`src/rtl/freelist_arb_pkg.sv`:
```
// Shared types for the freelist arbiter: FSM state encoding.
package freelist_arb_pkg;

    typedef enum logic [1:0] {
        ARB_RUN     = 2'd0,
        ARB_FLUSH   = 2'd1,
        ARB_RECOVER = 2'd2
    } arb_state_t;

endpackage

```
`src/rtl/freelist_arb_rr_pick.sv`:
```
// Round-robin picker: selects the first K set bits of vec scanning from ptr
// with wrap, reporting each pick as one-hot plus index, and the next pointer.
module freelist_arb_rr_pick #(
    parameter int N  = 4,
    parameter int K  = 2,
    parameter int PW = (N > 1) ? $clog2(N) : 1
) (
    input  logic [N-1:0]          vec,
    input  logic [PW-1:0]         ptr,
    output logic [K-1:0][N-1:0]   sel,
    output logic [K-1:0]          valid,
    output logic [K-1:0][PW-1:0]  idx,
    output logic [PW-1:0]         next_ptr
);

    int pos;
    int cnt;

    always_comb begin
        sel      = '0;
        valid    = '0;
        idx      = '0;
        next_ptr = ptr;
        pos      = 0;
        cnt      = 0;
        for (int i = 0; i < N; i++) begin
            pos = int'(ptr) + i;
            if (pos >= N) pos = pos - N;
            if (vec[PW'(pos)] && cnt < K) begin
                for (int k = 0; k < K; k++) begin
                    if (k == cnt) begin
                        sel[k][PW'(pos)] = 1'b1;
                        valid[k]         = 1'b1;
                        idx[k]           = PW'(pos);
                    end
                end
                next_ptr = (pos == N - 1) ? '0 : PW'(pos + 1);
                cnt      = cnt + 1;
            end
        end
    end

endmodule

```
`src/rtl/freelist_arb.sv`:
```
// Round-robin arbiter and flush sequencer in front of a scalar freelist:
// shares read ports for allocation, write ports for tag return.
module freelist_arb
    import freelist_arb_pkg::*;
#(
    parameter int REQ   = 4,
    parameter int READ  = 2,
    parameter int WRITE = 2,
    parameter int DEPTH = 16,
    parameter int TAG   = $clog2(DEPTH)
) (
    input  logic                      clk,
    input  logic                      reset,
    input  logic                      flush,
    input  logic [REQ-1:0]            req,
    output logic [REQ-1:0]            gnt,
    output logic [REQ-1:0][TAG-1:0]   gnt_tag,
    input  logic [REQ-1:0]            ret_valid,
    input  logic [REQ-1:0][TAG-1:0]   ret_tag,
    output logic [REQ-1:0]            ret_ready,
    output logic [READ-1:0]           fl_re_,
    input  logic [READ-1:0][TAG-1:0]  fl_rd,
    input  logic [READ-1:0]           fl_v,
    input  logic                      fl_busy,
    output logic [WRITE-1:0]          fl_we_,
    output logic [WRITE-1:0][TAG-1:0] fl_wd,
    output logic                      fl_flush_,
    output logic [TAG:0]              out_cnt,
    output logic [1:0]                state_o
);

    localparam int PW = (REQ > 1) ? $clog2(REQ) : 1;
    localparam int CW = TAG + 2;

    arb_state_t state, state_next;
    logic       run;

    logic [PW-1:0] gnt_ptr, gnt_ptr_next;
    logic [PW-1:0] ret_ptr, ret_ptr_next;

    logic [READ-1:0][REQ-1:0]  a_sel;
    logic [READ-1:0]           a_valid;
    logic [READ-1:0][PW-1:0]   a_idx;
    logic [PW-1:0]             a_next;
    logic [WRITE-1:0][REQ-1:0] r_sel;
    logic [WRITE-1:0]          r_valid;
    logic [WRITE-1:0][PW-1:0]  r_idx;
    logic [PW-1:0]             r_next;

    logic                    alloc_en, ret_en;
    logic [READ-1:0]         port_gnt;
    logic [WRITE-1:0]        port_ret;
    logic [REQ-1:0]          gnt_next;
    logic [REQ-1:0][TAG-1:0] tag_next;
    logic [CW-1:0]           n_gnt, n_ret, cnt_sum;
    logic [TAG:0]            cnt_next;

    always_ff @(posedge clk) begin
        if (reset) state <= ARB_RUN;
        else       state <= state_next;
    end

    // A flush arriving in FLUSH or RECOVER is deliberately dropped.
    always_comb begin
        state_next = state;
        case (state)
            ARB_RUN:     if (flush) state_next = ARB_FLUSH;
            ARB_FLUSH:   state_next = ARB_RECOVER;
            ARB_RECOVER: state_next = ARB_RUN;
            default:     state_next = ARB_RUN;
        endcase
    end

    always_comb begin
        run       = (state == ARB_RUN);
        fl_flush_ = (state != ARB_FLUSH);
        state_o   = state;
    end

    freelist_arb_rr_pick #(.N(REQ), .K(READ), .PW(PW)) u_alloc_pick (
        .vec      (req),
        .ptr      (gnt_ptr),
        .sel      (a_sel),
        .valid    (a_valid),
        .idx      (a_idx),
        .next_ptr (a_next)
    );

    freelist_arb_rr_pick #(.N(REQ), .K(WRITE), .PW(PW)) u_ret_pick (
        .vec      (ret_valid),
        .ptr      (ret_ptr),
        .sel      (r_sel),
        .valid    (r_valid),
        .idx      (r_idx),
        .next_ptr (r_next)
    );

    // Pick k is bound to read port k; a pick whose port has no tag is skipped,
    // so the pointer follows the last pick that actually got a tag.
    always_comb begin
        alloc_en     = run && !fl_busy && !flush;
        gnt_next     = '0;
        tag_next     = '0;
        gnt_ptr_next = gnt_ptr;
        n_gnt        = '0;
        for (int k = 0; k < READ; k++) begin
            port_gnt[k] = alloc_en && a_valid[k] && fl_v[k];
            fl_re_[k]   = !port_gnt[k];
            n_gnt       = n_gnt + CW'(port_gnt[k]);
            if (port_gnt[k]) begin
                gnt_ptr_next = (a_idx[k] == PW'(REQ - 1)) ? '0 : a_idx[k] + PW'(1);
                for (int r = 0; r < REQ; r++) begin
                    if (a_sel[k][r]) begin
                        gnt_next[r] = 1'b1;
                        tag_next[r] = fl_rd[k];
                    end
                end
            end
        end
    end

    always_comb begin
        ret_en       = run && !flush;
        ret_ready    = '0;
        ret_ptr_next = ret_ptr;
        n_ret        = '0;
        for (int j = 0; j < WRITE; j++) begin
            port_ret[j] = ret_en && r_valid[j];
            fl_we_[j]   = !port_ret[j];
            fl_wd[j]    = port_ret[j] ? ret_tag[r_idx[j]] : '0;
            n_ret       = n_ret + CW'(port_ret[j]);
            if (port_ret[j]) ret_ready = ret_ready | r_sel[j];
        end
        if (port_ret[0]) ret_ptr_next = r_next;
    end

    // Excess returns clamp the outstanding count at zero.
    always_comb begin
        cnt_sum  = CW'(out_cnt) + n_gnt;
        cnt_next = (cnt_sum < n_ret) ? '0 : (TAG + 1)'(cnt_sum - n_ret);
    end

    always_ff @(posedge clk) begin
        if (reset) begin
            gnt     <= '0;
            gnt_tag <= '0;
            gnt_ptr <= '0;
            ret_ptr <= '0;
            out_cnt <= '0;
        end else begin
            gnt     <= gnt_next;
            gnt_tag <= tag_next;
            gnt_ptr <= gnt_ptr_next;
            ret_ptr <= ret_ptr_next;
            out_cnt <= (state == ARB_FLUSH) ? '0 : cnt_next;
        end
    end

endmodule

```
`config.mk`:
```
export PLATFORM = sky130hd
export DESIGN_NAME = freelist_arb
export DESIGN_NICKNAME = d
export VERILOG_FILES = /design/src/rtl/freelist_arb_pkg.sv /design/src/rtl/freelist_arb_rr_pick.sv /design/src/rtl/freelist_arb.sv
export SDC_FILE = /design/constraint.sdc
export NUM_CORES = 1
export LEC_CHECK = 0
export CAP_MARGIN = 5
export CELL_PAD_IN_SITES_DETAIL_PLACEMENT = 0
export CELL_PAD_IN_SITES_GLOBAL_PLACEMENT = 1
export CORE_MARGIN = 2
export CORE_UTILIZATION = 40
export DETAILED_ROUTE_END_ITERATION = 8
export HOLD_SLACK_MARGIN = 0.12
export PLACE_DENSITY = 0.84
export REMOVE_ABC_BUFFERS = 1
export SYNTH_ARGS = -nofsm -noshare
export SYNTH_HDL_FRONTEND = slang
export SYNTH_SLANG_ARGS = --single-unit
```
`constraint.sdc`:
```
create_clock -name clk -period 18.39 [get_ports clk]
set_clock_uncertainty 0.15 [all_clocks]
set_input_delay 3.678 -clock clk [delete_from_list [all_inputs] [get_ports clk]]
set_output_delay 3.678 -clock clk [all_outputs]
set_load 0.01 [all_outputs]
```
==> flow_summary.ini <==
[run_status]
outcome = complete, no violations

[yosys]
ys_ff_latch = 31
synth_top_area_share_pct = 17.9
synth_ff_type = dfxtp_1
synth.area.top_cells = dfxtp_1 (18%), ha_1 (11%), mux2i_1 (9.2%)
async_flop_share_pct = 0
synth.avg_cell_area_sq_um = 8.03
synth_cell_types = 58
synth_top_area_cell = dfxtp_1
syn_inst = 432
synth_edf_count = 0
yosys_warnings = 0
yosys.cell_count.top_type = nor2_1
synth_common_cells = nor2_1 (38), mux2i_1 (32), dfxtp_1 (31)
syn_area_sq_mm = 0.00347
yosysSeqAreaShare_pct = 17.9

[pwr]
irDropWorstVdd_uv = 83.1
p_leak_nw = 1.70
pwr_density_cell_mw_per_mm2 = 148
total_power_uw = 661

[placed_design]
dp.cells = 603
portBuffers = 81
gp_congestion = 0.940
dp_hpwl_um = 7570

[sta]
slew_headroom_pct = 43.4
hold_violations = 0
setup_viol = 0
tns_ns = 0
drv_slew = 0
fin_crit_sh_pct = 69.4
period_needed_ns = 12.75
timing.fmax_mhz = 78.4
rsz0062_at_grt = no
tightest_slew_ns = 0.846

[critical_path]
timing.rr.end = out_cnt[4]
cp_max_fo = 12
path_delay_family = buffers and inverters
worstSetupEndpointType = output port
r2r_cells = 22
r2r_start = gnt_ptr[1]
crit_slowest_cell = clkdlybuf4s50_1
path_cells = clkdlybuf4s50_1 -> mux2_2 -> mux2i_1 -> clkinv_1 -> ha_1 -> nand2b_1 -> inv_1 -> fa_1 -> nand3b_1 -> a31o_2 -> inv_1 -> o21ai_0 -> o22ai_1 -> clkdlybuf4s50_1
start_kind = primary input
worst_ep_required_time_ns = 14.56
worst-setup-path-type = primary input to output port
r2r_slack_ns = 11.91
cp.buffers_inverters = 5
cpPeakStageDelay_ns = 0.56
cp.arrival_ns = 8.93

[clocking]
cts-buffers-inserted = 5
hold_buffers = 0
cts_tree = yes
clk_pin_slew_ns = 0.06
post_cts_buffers = 0
clock_latency_ns = 0.28
h-tree-depth = 2
cts-root-buf = clkbuf_8
cts_resized = 0
ctsLongestPathBuffers = 2
cts.sinks = 31

[routing]
vias = 3589
wl_um = 9840
wl_per_cell_um = 16.1
drc = 0
drt_iter0_drc = 241
postRouteAntennaNets = 0
viasPerCell = 5.87
drt_pre_antenna_iters = 4

[run]
drv_cap = 0

[final_layout]
nets = 577
n_fill_cell = 783
antenna_cells = 0
area_delta_synth_final_pct = 28.7
drive_gt1_share_pct = 8.10
final_cell_count_no_fill = 611

[grt]
grt_pass1_vias = 3324
antenna_found_initial = 0
grt_max_degree = 26
grt_pass1_wl_um = 16500
use_met1_pct = 29.1
met2_usage_pct = 32.4
grt_util_all_layers_pct = 20.5
met3_usage_pct = 3.17
gr-total-overflow = 0
busiest_layer = met2

[min_path]
holdPathEnd = state_o[0]
min_path_cells = 1
min_from = state_o[1]
worstHoldPathType = flop to flop

[die]
io_pins = 82
die-area_sq_mm = 0.00944
start_util_pct = 41.8
die_x_um = 97.2
fp.dieH_um = 97.2
floorplan.rows = 33
core_sq_mm = 0.00830
layout make-up:
class / count / area, sq um / area share, %
inverter: 30 / 113 / 2.52
clock buffer: 6 / 82.6 / 1.85
sequential: 31 / 621 / 13.9
clock inverter: 2 / 35.0 / 0.784
tap: 105 / 131 / 2.94
multi-input combinational: 354 / 2660 / 59.5
timing repair buffer: 83 / 826 / 18.5
layout by cell type, fill, tap and decap left out, types with 6 or more instances in the layout:
cell,n
mux2_2,8
clkbuf_8,6
a221oi_1,6
a31oi_1,9
mux2i_1,32
nor2b_1,7
o211ai_1,6
inv_1,29
nand2_1,29
nand3_1,23
clkdlybuf4s50_1,81
a21oi_1,26
o221ai_1,6
mux4_2,7
dfxtp_1,31
o22ai_1,9
a211oi_1,14
ha_1,30
nor2_1,38
o21ai_0,25
nor3_2,6
nor3_1,8
nand2b_1,6
registers in the layout, indices dropped and copies added (netlist names):
register,cells
gnt,4
gnt_ptr,2
gnt_tag,16
out_cnt,5
ret_ptr,2
state_o,2
worst max-delay path by stage:
stage / from / to / slack (ns) / cells past startpoint
3_5_place_dp: ret_valid[2] / fl_wd[2] / 5.78 / 13
2_1_floorplan: ret_valid[3] / fl_wd[2] / 7.31 / 11
4_1_cts: ret_valid[2] / fl_wd[2] / 5.75 / 13
6_report: ret_valid[2] / fl_wd[0] / 5.64 / 14
5_1_grt: ret_valid[2] / fl_wd[0] / 5.22 / 14
3_3_place_gp: ret_valid[3] / fl_wd[2] / 5.95 / 13
per-layer routing:
| metal | wire [um] | vias up |
|---|---|---|
| met5 | 0 | - |
| met1 | 4750 | 1695 |
| met4 | 123 | 0 |
| met3 | 589 | 12 |
| li1 | - | 1750 |
| met2 | 4370 | 132 |
through the flow:
stage | area, sq um | hold slack (ns) | util [%] | setup slack, ns
floorplan | 3390 | 0.341 | - | 7.31
global placement | 4350 | 0.300 | 52.4 | 5.95
detailed placement | 4350 | 0.301 | 52.4 | 5.78
CTS | 4470 | 0.311 | 53.8 | 5.75
global route | 4470 | 0.341 | 53.8 | 5.22
finish | 4470 | 0.309 | 53.8 | 5.64
worst register-to-register path: cells and delay by family, from the launching register on:
family	cells	cell delay (ns)
AOI/OAI and AO/OA	4	0.82
xor gates and xnor gates	1	0.16
adders and majority gates	6	2.46
buffers and inverters	5	0.72
DFF	1	0.71
muxes	1	0.45
and+or+nand+nor	5	0.90
where the power goes:
part / switching [mW] / internal [mW] / leakage [nW]
logic: 0.298 / 0.210 / 1.38
clock network: 0.0250 / 0.0438 / 0.0612
registers: 0.0100 / 0.0736 / 0.251
total: 0.333 / 0.328 / 1.70
cell families (layout without fill, tap and decap cells):
group,count (synthesis),after routing,share of synthesized area [%]
and+or+nand+nor,136,136,19.5
AOI/OAI and AO/OA,128,128,24.8
muxes,50,50,17.6
buffers and inverters,47,121,5.48
adders and majority gates,34,34,13.1
DFF,31,31,17.9
xor gates and xnor gates,6,6,1.51
Note: power is estimated with default switching activity, not from simulation.
